<file path="src/rtl/obb_pair_scheduler.sv">
// Pair sweep controller for the OBB collision detector: walks every unordered body pair (a<b) once per
// frame and streams colliding pairs downstream. Optional macro SCHED_PEN_REPORT_EN adds penetration reporting.
module obb_pair_scheduler #(
  parameter int N_BODIES = 8,
  parameter int IDX_W    = 3
) (
  input  logic             Clk,
  input  logic             Reset,
  input  logic             start,
  output logic             busy,
  output logic             done,
  output logic [IDX_W-1:0] idx_a,
  output logic [IDX_W-1:0] idx_b,
  input  logic             det_collision,
  output logic             ev_valid,
  input  logic             ev_ready,
  output logic [IDX_W-1:0] ev_idx_a,
  output logic [IDX_W-1:0] ev_idx_b,
`ifdef SCHED_PEN_REPORT_EN
  input  logic [31:0]      det_min_pen,
  output logic [31:0]      ev_pen,
`endif
  output logic [15:0]      hit_count
);

  typedef enum logic [2:0] {
    IDLE   = 3'd0,
    ISSUE  = 3'd1,
    SAMPLE = 3'd2,
    EMIT   = 3'd3,
    FIN    = 3'd4
  } state_t;

  state_t state_r;

  logic             adv_fin_s;
  logic [IDX_W-1:0] adv_a_s;
  logic [IDX_W-1:0] adv_b_s;

  // Next pair in lexicographic order, or end of sweep after the last pair.
  always_comb begin
    adv_fin_s = 1'b0;
    adv_a_s   = idx_a;
    adv_b_s   = idx_b;
    if (int'(idx_b) < (N_BODIES - 1)) begin
      adv_b_s = idx_b + IDX_W'(1'b1);
    end else if (int'(idx_a) < (N_BODIES - 2)) begin
      adv_a_s = idx_a + IDX_W'(1'b1);
      adv_b_s = idx_a + IDX_W'(2'd2);
    end else begin
      adv_fin_s = 1'b1;
    end
  end

  // Sweep FSM; every output is a register updated here.
  always_ff @(posedge Clk) begin
    if (Reset) begin
      state_r   <= IDLE;
      busy      <= 1'b0;
      done      <= 1'b0;
      idx_a     <= IDX_W'(1'b0);
      idx_b     <= IDX_W'(1'b1);
      ev_valid  <= 1'b0;
      ev_idx_a  <= IDX_W'(1'b0);
      ev_idx_b  <= IDX_W'(1'b0);
      hit_count <= 16'd0;
`ifdef SCHED_PEN_REPORT_EN
      ev_pen    <= 32'd0;
`endif
    end else begin
      done <= 1'b0;
      case (state_r)
        IDLE: begin
          if (start) begin
            idx_a     <= IDX_W'(1'b0);
            idx_b     <= IDX_W'(1'b1);
            hit_count <= 16'd0;
            busy      <= 1'b1;
            if (N_BODIES < 2) begin
              state_r <= FIN;
              done    <= 1'b1;
            end else begin
              state_r <= ISSUE;
            end
          end else begin
            busy <= 1'b0;
          end
        end
        ISSUE: begin
          state_r <= SAMPLE;
        end
        SAMPLE: begin
          if (det_collision) begin
            ev_idx_a <= idx_a;
            ev_idx_b <= idx_b;
`ifdef SCHED_PEN_REPORT_EN
            ev_pen   <= det_min_pen;
`endif
            ev_valid <= 1'b1;
            if (hit_count != 16'hFFFF) begin
              hit_count <= hit_count + 16'd1;
            end else begin
              hit_count <= hit_count;
            end
            state_r <= EMIT;
          end else if (adv_fin_s) begin
            state_r <= FIN;
            done    <= 1'b1;
          end else begin
            idx_a   <= adv_a_s;
            idx_b   <= adv_b_s;
            state_r <= ISSUE;
          end
        end
        EMIT: begin
          // ev_* fields stay frozen until the consumer takes the event.
          if (ev_ready) begin
            ev_valid <= 1'b0;
            if (adv_fin_s) begin
              state_r <= FIN;
              done    <= 1'b1;
            end else begin
              idx_a   <= adv_a_s;
              idx_b   <= adv_b_s;
              state_r <= ISSUE;
            end
          end else begin
            ev_valid <= 1'b1;
          end
        end
        FIN: begin
          state_r <= IDLE;
          busy    <= 1'b0;
        end
        default: begin
          state_r  <= IDLE;
          busy     <= 1'b0;
          ev_valid <= 1'b0;
        end
      endcase
    end
  end

endmodule

</file>
<file path="config.mk">
export PLATFORM = sky130hd
export DESIGN_NAME = obb_pair_scheduler
export DESIGN_NICKNAME = d
export VERILOG_FILES = /design/src/rtl/obb_pair_scheduler.sv
export SDC_FILE = /design/constraint.sdc
export NUM_CORES = 1
export LEC_CHECK = 0
export CAP_MARGIN = 40
export CORE_MARGIN = 2
export CORE_UTILIZATION = 55
export DETAILED_ROUTE_END_ITERATION = 10
export PLACE_DENSITY = 0.84
export SETUP_SLACK_MARGIN = 0.3
export SYNTH_ARGS = -nofsm -noshare
export SYNTH_HDL_FRONTEND = slang
export SYNTH_SLANG_ARGS = --single-unit
</file>
<file path="constraint.sdc">
create_clock -name Clk -period 3.2 [get_ports Clk]
set_input_delay 0.48 -clock Clk [delete_from_list [all_inputs] [get_ports Clk]]
set_output_delay 0.48 -clock Clk [all_outputs]
set_load 0.005 [all_outputs]
</file>
[Yosys cells after proc, flatten, opt, wreduce, memory -nomap -nowiden]
Index checks and enable logic that the tools add are counted.
Operators by class
  equal/unequal tests: 10
  order comparisons: 2
  reduce and logical (&&, ||, !) cells: 10
  bitwise gates (word level): 1
  add/sub/neg operators: 4
  mux-type cells: 33
Operators by type and width (number)
  $mux 16: 3
  $mux 3: 15
  $pmux 16 s2: 1
  $pmux 3 s3: 2
  $add 16x1->16 const B: 1
  $ne 16x16->1 const B: 1
  $pmux 3 s4: 1
  $ne 2x2->1 const B: 5
  $mux 1: 8
  $reduce_and 4->1: 2
  $add 3x1->3 const B: 2
  $eq 3x2->1 const B: 2
  $lt 3x3->1 const B: 2
  $reduce_and 2->1: 3
  $reduce_or 3->1: 2
  $pmux 1 s2: 2
  $add 3x2->3 const B: 1
  $eq 3x1->1 const B: 1
  $eq 3x3->1 const B: 1
  $logic_not 3->1: 1
  $pmux 1 s3: 1
  $reduce_bool 3->1: 1
  $reduce_bool 2->1: 1
  $not 1->1: 1
Word-level totals
  output and inout port bits: 31
  input bits: 5
  bits in registers: 34

[Longest topological paths before layout]
Gate-level depths: netlist of the first run.
  word-level depth: 6
  mapped depth: 6

[Least setup slack after synthesis of the first run]
Ideal clock, no wire load.
  path type: input to register
  from: in Reset
  to: reg hit_count[9]
  slack: 1294 ps
  arrival: 1800 ps
  library setup time: 106 ps
  path buffers: 1
  stages on the path: 4
  cell sequence: clkbuf_1 or4b_2 or4_1 o311ai_0
RTL lines
  start, declared: RTL line 8  | input logic Reset,
  end signal, assigned: RTL line 101  | hit_count <= hit_count + 16'd1;
  end signal, assigned: RTL line 103  | hit_count <= hit_count;
  end, declared: RTL line 23  | output logic [15:0] hit_count

[Worst setup path after layout of the first run]
  from: reg state_r[1]
  to: reg hit_count[14]
On the way
  cells in the longest elaborated chain, start to end: 3
  elaborated cells between the ends (all ways): 8
Ends and longest elaborated chain
  start, declared: RTL line 34  | state_t state_r;
  start signal, assigned: RTL line 58  | state_r <= IDLE;
  start signal, assigned: RTL line 80  | state_r <= FIN;
  start signal, assigned: RTL line 83  | state_r <= ISSUE;
  $eq 3x2->1 / $logic_not 3->1 (equally long branches): RTL line 72  | case (state_r)
  $ne 2x2->1 (no line) / $reduce_bool 2->1 (equally long branches)
  $reduce_and 4->1 (no line)
Parallel ways exist; a longest one is shown, timed or not.
A chain may end at the register's enable or synchronous reset.

==> summary.txt, run 1 <==
Worst setup path
  • Max incr delay on CP: 0.76 ns
  • Setup crit start kind: flop
  • Slowest CP cell: dfxtp_1
  • Worst Setup End Kind: flop
  • Worst-path cell chain: mux2i_1, or4_1, o311ai_0, o41ai_1
  • Crit Path Class: reg2reg
  • CP arrival: 2.53 ns
  • Worst path required time: 3.42 ns
  • Maximum fanout along the worst path: 21

Finish
  • Final std cells w/o fill: 296
  • P&R area growth vs syn: 22.83%
  • Fin area: 2302 µm²
  • Antenna Diode Count: 0
  • Fin nets: 260
  • Layout cells sized above 1: 7.600%

Synthesis
  • Post-Syn Area per Cell: 8.637 µm²
  • Synth Flop Type: dfxtp_1
  • Sequential fraction of the synthesis area: 36.32%
  • Fraction of registers with async set/reset: 0%
  • Post-synth EDFFs: 0
  • Synth cell count leaders: 34 x dfxtp_1, 16 x mux2i_1, 16 x nand2_1
  • Synthesized Nets: 226
  • Share of the synthesized area in the top cell type: 36.32%
  • Synth Instances: 217
  • Synthesized cell area: 1874 µm²
  • Netlist cell types: 47
  • Syn. warnings: 0
  • Yosys top cell by area: dfxtp_1
  • Synth area leaders: dfxtp_1 36%, mux2i_1 8.5%, a21oi_1 3.5%
  • Most frequent cell after synthesis: dfxtp_1
  • Yosys reg bits: 34

CTS
  • Root Buffer: clkbuf_4
  • Clk pin slew, worst setup/hold paths: 0.10 ns
  • Sink Count: 34
  • Max clock buf depth: 2
  • Post-CTS Resized: 0
  • # hold bufs at CTS: 0
  • Num CTS Buffers: 5
  • Setup bufs post-CTS: 0
  • Worst skew pair latency: 0.35 ns
  • CTS HTree Levels: 2
  • CTS tree: done

Floorplan
  • Rows: 21
  • Core ar.: 3311 µm²
  • Chip height: 62.38 µm
  • Num ports: 36
  • Die W: 62.38 µm
  • Initial core utilization: 56.61%
  • Die ar.: 3891 µm²

STA
  • TNS Setup: 0 ns
  • Max_slew headroom: 55.41%
  • Upper clock frequency limit: 432.2 MHz
  • Final Max Tran Viols: 0
  • Period utilisation layout: 72.31%
  • Worst Tran Pin Value: 0.6680 ns
  • Hold Fails Final Rpt: 0
  • Final setup fails: 0
  • Hold_ws: 0.5055 ns
  • RSZ-0062 raised after global routing: false
  • Clock skew: 0.009883 ns
  • Period minus WS final: 2.314 ns

Pwr
  • Peak supply drop: 0.0002894 V
  • Total power density per cell area: 356.7 nW/µm²
  • Leak pwr: 0.0007831 µW

Detailed routing
  • Residual DRC: 0
  • First-pass iteration count of the detailed router: 4
  • Drt initial violations: 135
  • Antenna viol nets, final: 0
  • Via count: 1786
  • Drt wl/cell: 14.59 µm
  • Post-DR vias/cell: 6.034
  • WL final: 4319 µm

Placed design
  • Placed Cells: 290
  • PortBufs: 35
  • Hpwl dp: 2939 µm
  • Area post-placement: 2251 µm²
  • GP Congestion: 0.8140

Hold path
  • Hold WC Path Type: reg2reg

Global route
  • Gr ovfl total: 0
  • First-pass GRT wire length: 7389 µm
  • Global Route Usage Sum: 23.81%
  • Largest net degree at the start of global routing: 28
  • Antenna violations before repair: 0
  • Vias in the first global route: 1517

Run
  • Maxcap violations: 0

Status
  • Status: completed
-- metal layers --
| layer | up-vias | track usage, % | wire length, µm |
|---|---|---|---|
| met4 | 0 | 12.22 | 99 |
| met2 | 61 | 36.68 | 1951 |
| met1 | 820 | 31.13 | 2005 |
| met3 | 10 | 5.766 | 263 |
| li1 | 895 | - | - |
| met5 | - | 0 | 0 |
-- cell type report --
type | instances | area [µm²]
fillers | 288 | 1008
clock buffers | 6 | 51.30
well taps | 46 | 57.56
repair buffers | 38 | 372.9
multi-input cells | 165 | 1114
inverters | 7 | 26.28
flip-flops and latches | 34 | 680.7
-- cells in the final DEF, fill, tap and decap left out, types with 3 or more instances in the layout --
master,count
or4_1,5
clkbuf_4,5
o31ai_1,4
clkdlybuf4s50_1,35
or3_1,8
nor2_1,14
nand4_1,6
a2111o_1,3
buf_4,3
o311ai_0,4
ha_1,4
nand2_1,16
and4_1,4
a21oi_1,13
dfxtp_1,34
o21ai_0,6
nor3_1,9
inv_1,7
and3_1,4
nand3b_1,3
mux2i_1,16
nand2b_1,4
nand3_1,10
-- cell families (layout without fill, tap and decap cells) --
kind of cell,Yosys count,in the layout,synth area share (%)
adders and majority gates,4,4,2.670
buffers and inverters,18,51,4.273
muxes,18,18,9.746
DFF,34,34,36.31
and+or+nand+nor,95,95,28.37
AOI/OAI and AO/OA,48,48,18.63
-- registers in the layout, indices dropped and copies added, names as in the netlist --
register / count
idx_b: 3
done: 1
ev_idx_a: 3
idx_a: 3
ev_idx_b: 3
busy: 1
state_r: 3
ev_valid: 1
hit_count: 16
-- critical path: cells and delay by family (launching register included) --
| family | cells | cell delay, ns |
|---|---|---|
| DFF | 1 | 0.76 |
| and+or+nand+nor | 1 | 0.67 |
| AOI/OAI and AO/OA | 2 | 0.56 |
| muxes | 1 | 0.20 |
-- report_power, final --
group | internal (µW) | total [µW] | switching [µW] | leakage, µW
clock | 98.9 | 240 | 141 | 0.0000302
combinational | 58.2 | 123 | 65.3 | 0.000478
sequential | 433 | 458 | 25.0 | 0.000275
-- final timing paths --
kind / start / endpoint / slack, ns / cells past startpoint
worst min register to register: hit_count[5]$_SDFFE_PP0P_ / hit_count[5]$_SDFFE_PP0P_ / 0.51 / 2
worst max-delay path: state_r[1]$_SDFFE_PP0P_ / hit_count[14]$_SDFFE_PP0P_ / 0.89 / 4
worst max register to register: state_r[1]$_SDFFE_PP0P_ / hit_count[14]$_SDFFE_PP0P_ / 0.89 / 4
worst min-delay path: hit_count[5]$_SDFFE_PP0P_ / hit_count[5]$_SDFFE_PP0P_ / 0.51 / 2
-- per-stage QoR --
step | setup slack (ns) | utilization, % | power [µW]
floorplan | 1.294 | - | 548.6
global placement | 0.6980 | 67.99 | 587.5
detailed placement | 0.6440 | 67.99 | 589.2
CTS | 0.9272 | 69.54 | 829.6
global route | 0.7370 | 69.54 | 861.4
finish | 0.8860 | 69.54 | 821.3
No activity file was read; power rests on OpenSTA's default activity.
==> inputs of run 2 (changes only) <==
--- a/config.mk
+++ b/config.mk
@@ -7,9 +7,9 @@
 export LEC_CHECK = 0
 export CAP_MARGIN = 40
 export CORE_MARGIN = 2
-export CORE_UTILIZATION = 55
+export CORE_UTILIZATION = 51
 export DETAILED_ROUTE_END_ITERATION = 10
-export PLACE_DENSITY = 0.84
+export PLACE_DENSITY = 0.79
 export SETUP_SLACK_MARGIN = 0.3
 export SYNTH_ARGS = -nofsm -noshare
 export SYNTH_HDL_FRONTEND = slang
==> constraint.sdc (replaced) <==
create_clock -name Clk -period 2.2 [get_ports Clk]
set_input_delay 0.33 -clock Clk [delete_from_list [all_inputs] [get_ports Clk]]
set_output_delay 0.33 -clock Clk [all_outputs]
set_load 0.005 [all_outputs]
==> run 2 against run 1 <==
Global-route usage is 1.4 points lower. Sequential share of layout area down 1.8 points. Final area is 8.3% higher. Wire length increased by 3.3%. Flip-flop and latch count did not move. Clock skew decreased by 0.0067 ns. Non-clock buffer count up 12. Via count is 3.8% higher. Clock power up 130%. Combinational power up 78%. Critical endpoint is now hit_count[12]$_SDFFE_PP0P_. Sequential power up 42%.
==> summary.txt, run 2 (synthesis gave the netlist of run 1 again) <==
STA
  • Final Max Tran Viols: 0
  • Period utilisation layout: 83.90%
  • Final setup fails: 0
  • RSZ-0062 raised after global routing: true
  • Period minus WS final: 1.846 ns
  • Upper clock frequency limit: 541.8 MHz
  • Clock skew: 0.003153 ns
  • Hold_ws: 0.4949 ns
  • Worst Tran Pin Value: 0.5794 ns
  • Hold Fails Final Rpt: 0
  • Max_slew headroom: 61.02%
  • Setup ws final: 0.3543 ns

Finish
  • Commonest non-fill, non-tap cell in the layout: clkdlybuf4s50_1
  • Fin nets: 272
  • Layout cells sized above 1: 17.42%
  • Antenna Diode Count: 0
  • Final std cells w/o fill: 312
  • Finished Core Util: 69.12%
  • Most flops, register: hit_count
  • P&R area growth vs syn: 32.98%
  • Max FFs per register: 16
  • Most frequent cells in the layout: 35 x clkdlybuf4s50_1, 26 x dfxtp_1, 16 x nand2_1, 16 x mux2i_1, 15 x buf_4

Floorplan
  • Rows: 22
  • Die ar.: 4176 µm²
  • Core ar.: 3606 µm²
  • Initial core utilization: 51.98%
  • Num ports: 36
  • Die W: 64.62 µm
  • Chip height: 64.62 µm

Global route
  • Antenna violations before repair: 0
  • First-pass GRT wire length: 7286 µm
  • Largest net degree at the start of global routing: 28
  • Gr ovfl total: 0
  • Global Route Usage Sum: 22.37%
  • Vias in the first global route: 1581

Hold path
  • Hold WC Path Type: reg2reg

CTS
  • Clk pin slew, worst setup/hold paths: 0.07 ns
  • Num CTS Buffers: 5
  • CTS HTree Levels: 2
  • CTS tree: done
  • Sink Count: 34
  • # hold bufs at CTS: 0
  • Worst skew pair latency: 0.29 ns
  • Root Buffer: clkbuf_8
  • Max clock buf depth: 2

Detailed routing
  • Residual DRC: 0
  • Via count: 1854
  • Antenna viol nets, final: 0
  • First-pass iteration count of the detailed router: 4
  • WL final: 4463 µm
  • Drt initial violations: 208
  • Post-DR vias/cell: 5.942
  • Drt wl/cell: 14.30 µm

Worst setup path
  • Crit Path Class: in2reg
  • Worst Setup End Kind: flop
  • Setup crit start kind: input pin
  • CP arrival: 2.07 ns
  • Maximum fanout along the worst path: 8
  • Worst path required time: 2.43 ns

Placed design
  • PortBufs: 35
  • Post-Place Setup Slack: -0.04095 ns
  • Placed Cells: 301
  • Hpwl dp: 3141 µm
  • GP Congestion: 0.9099

Pwr
  • Total power: 1412 µW
  • Leak pwr: 0.0008752 µW
  • Total power density per cell area: 566.6 nW/µm²
  • Peak supply drop: 0.0004791 V

Status
  • Status: completed

Run
  • Maxcap violations: 0
## run 2: changes by cell type in the layout (fill, tap and decap cells not counted), sizes merged
cell    change
buf        +12
clkbuf      +2
## run 2: power breakdown
part,internal [µW],switching [µW]
sequential,631,18.5
combinational,103,116
clock,316,228
## run 2: final timing paths
kind	slack (ns)	cells after the start	to	from
min	0.49	2	ev_idx_b[2]$_SDFFE_PP0P_	ev_idx_b[2]$_SDFFE_PP0P_
max reg2reg	0.36	5	hit_count[12]$_SDFFE_PP0P_	hit_count[0]$_SDFFE_PP0P_
min reg2reg	0.49	2	ev_idx_b[2]$_SDFFE_PP0P_	ev_idx_b[2]$_SDFFE_PP0P_
max	0.35	5	hit_count[12]$_SDFFE_PP0P_	det_collision
## run 2: what timing repair did
item,CTS,global route
endpoints found under the setup margin,4,9
resized for setup,2,14
buffers inserted,0,3
pin swaps,0,3
## run 2: worst max-delay path, cell delays in order
cell             delay (ns)
clkdlybuf4s50_1        0.50
mux2i_1                0.10
or4_4                  0.58
or4_4                  0.44
a21oi_2                0.14
## run 2: layer usage
metal | part of all wire (%) | global-route usage (%)
met3 | 5.1 | 4.861
met5 | 0 | 0
met4 | 1.3 | 9.043
met1 | 49 | 31.24
met2 | 45 | 33.46
## run 2: metrics by stage
stage	area (µm²)	setup TNS [ns]
after global routing	2492	0
after floorplan	1874	0
after CTS	2436	0
final	2492	0
after global placement	2321	-0.006753
after detailed placement	2321	-0.06807
## run 2: area by class of cell
| cell class | count | area (µm²) |
|---|---|---|
| Timing Repair Buffer | 50 | 462.9 |
| Sequential cell | 34 | 693.2 |
| Clock buffer | 8 | 110.1 |
| Tap cell | 48 | 60.06 |
| Multi-Input combinational cell | 165 | 1140 |
| Inverter | 7 | 26.28 |
| Fill cell | 295 | 1114 |
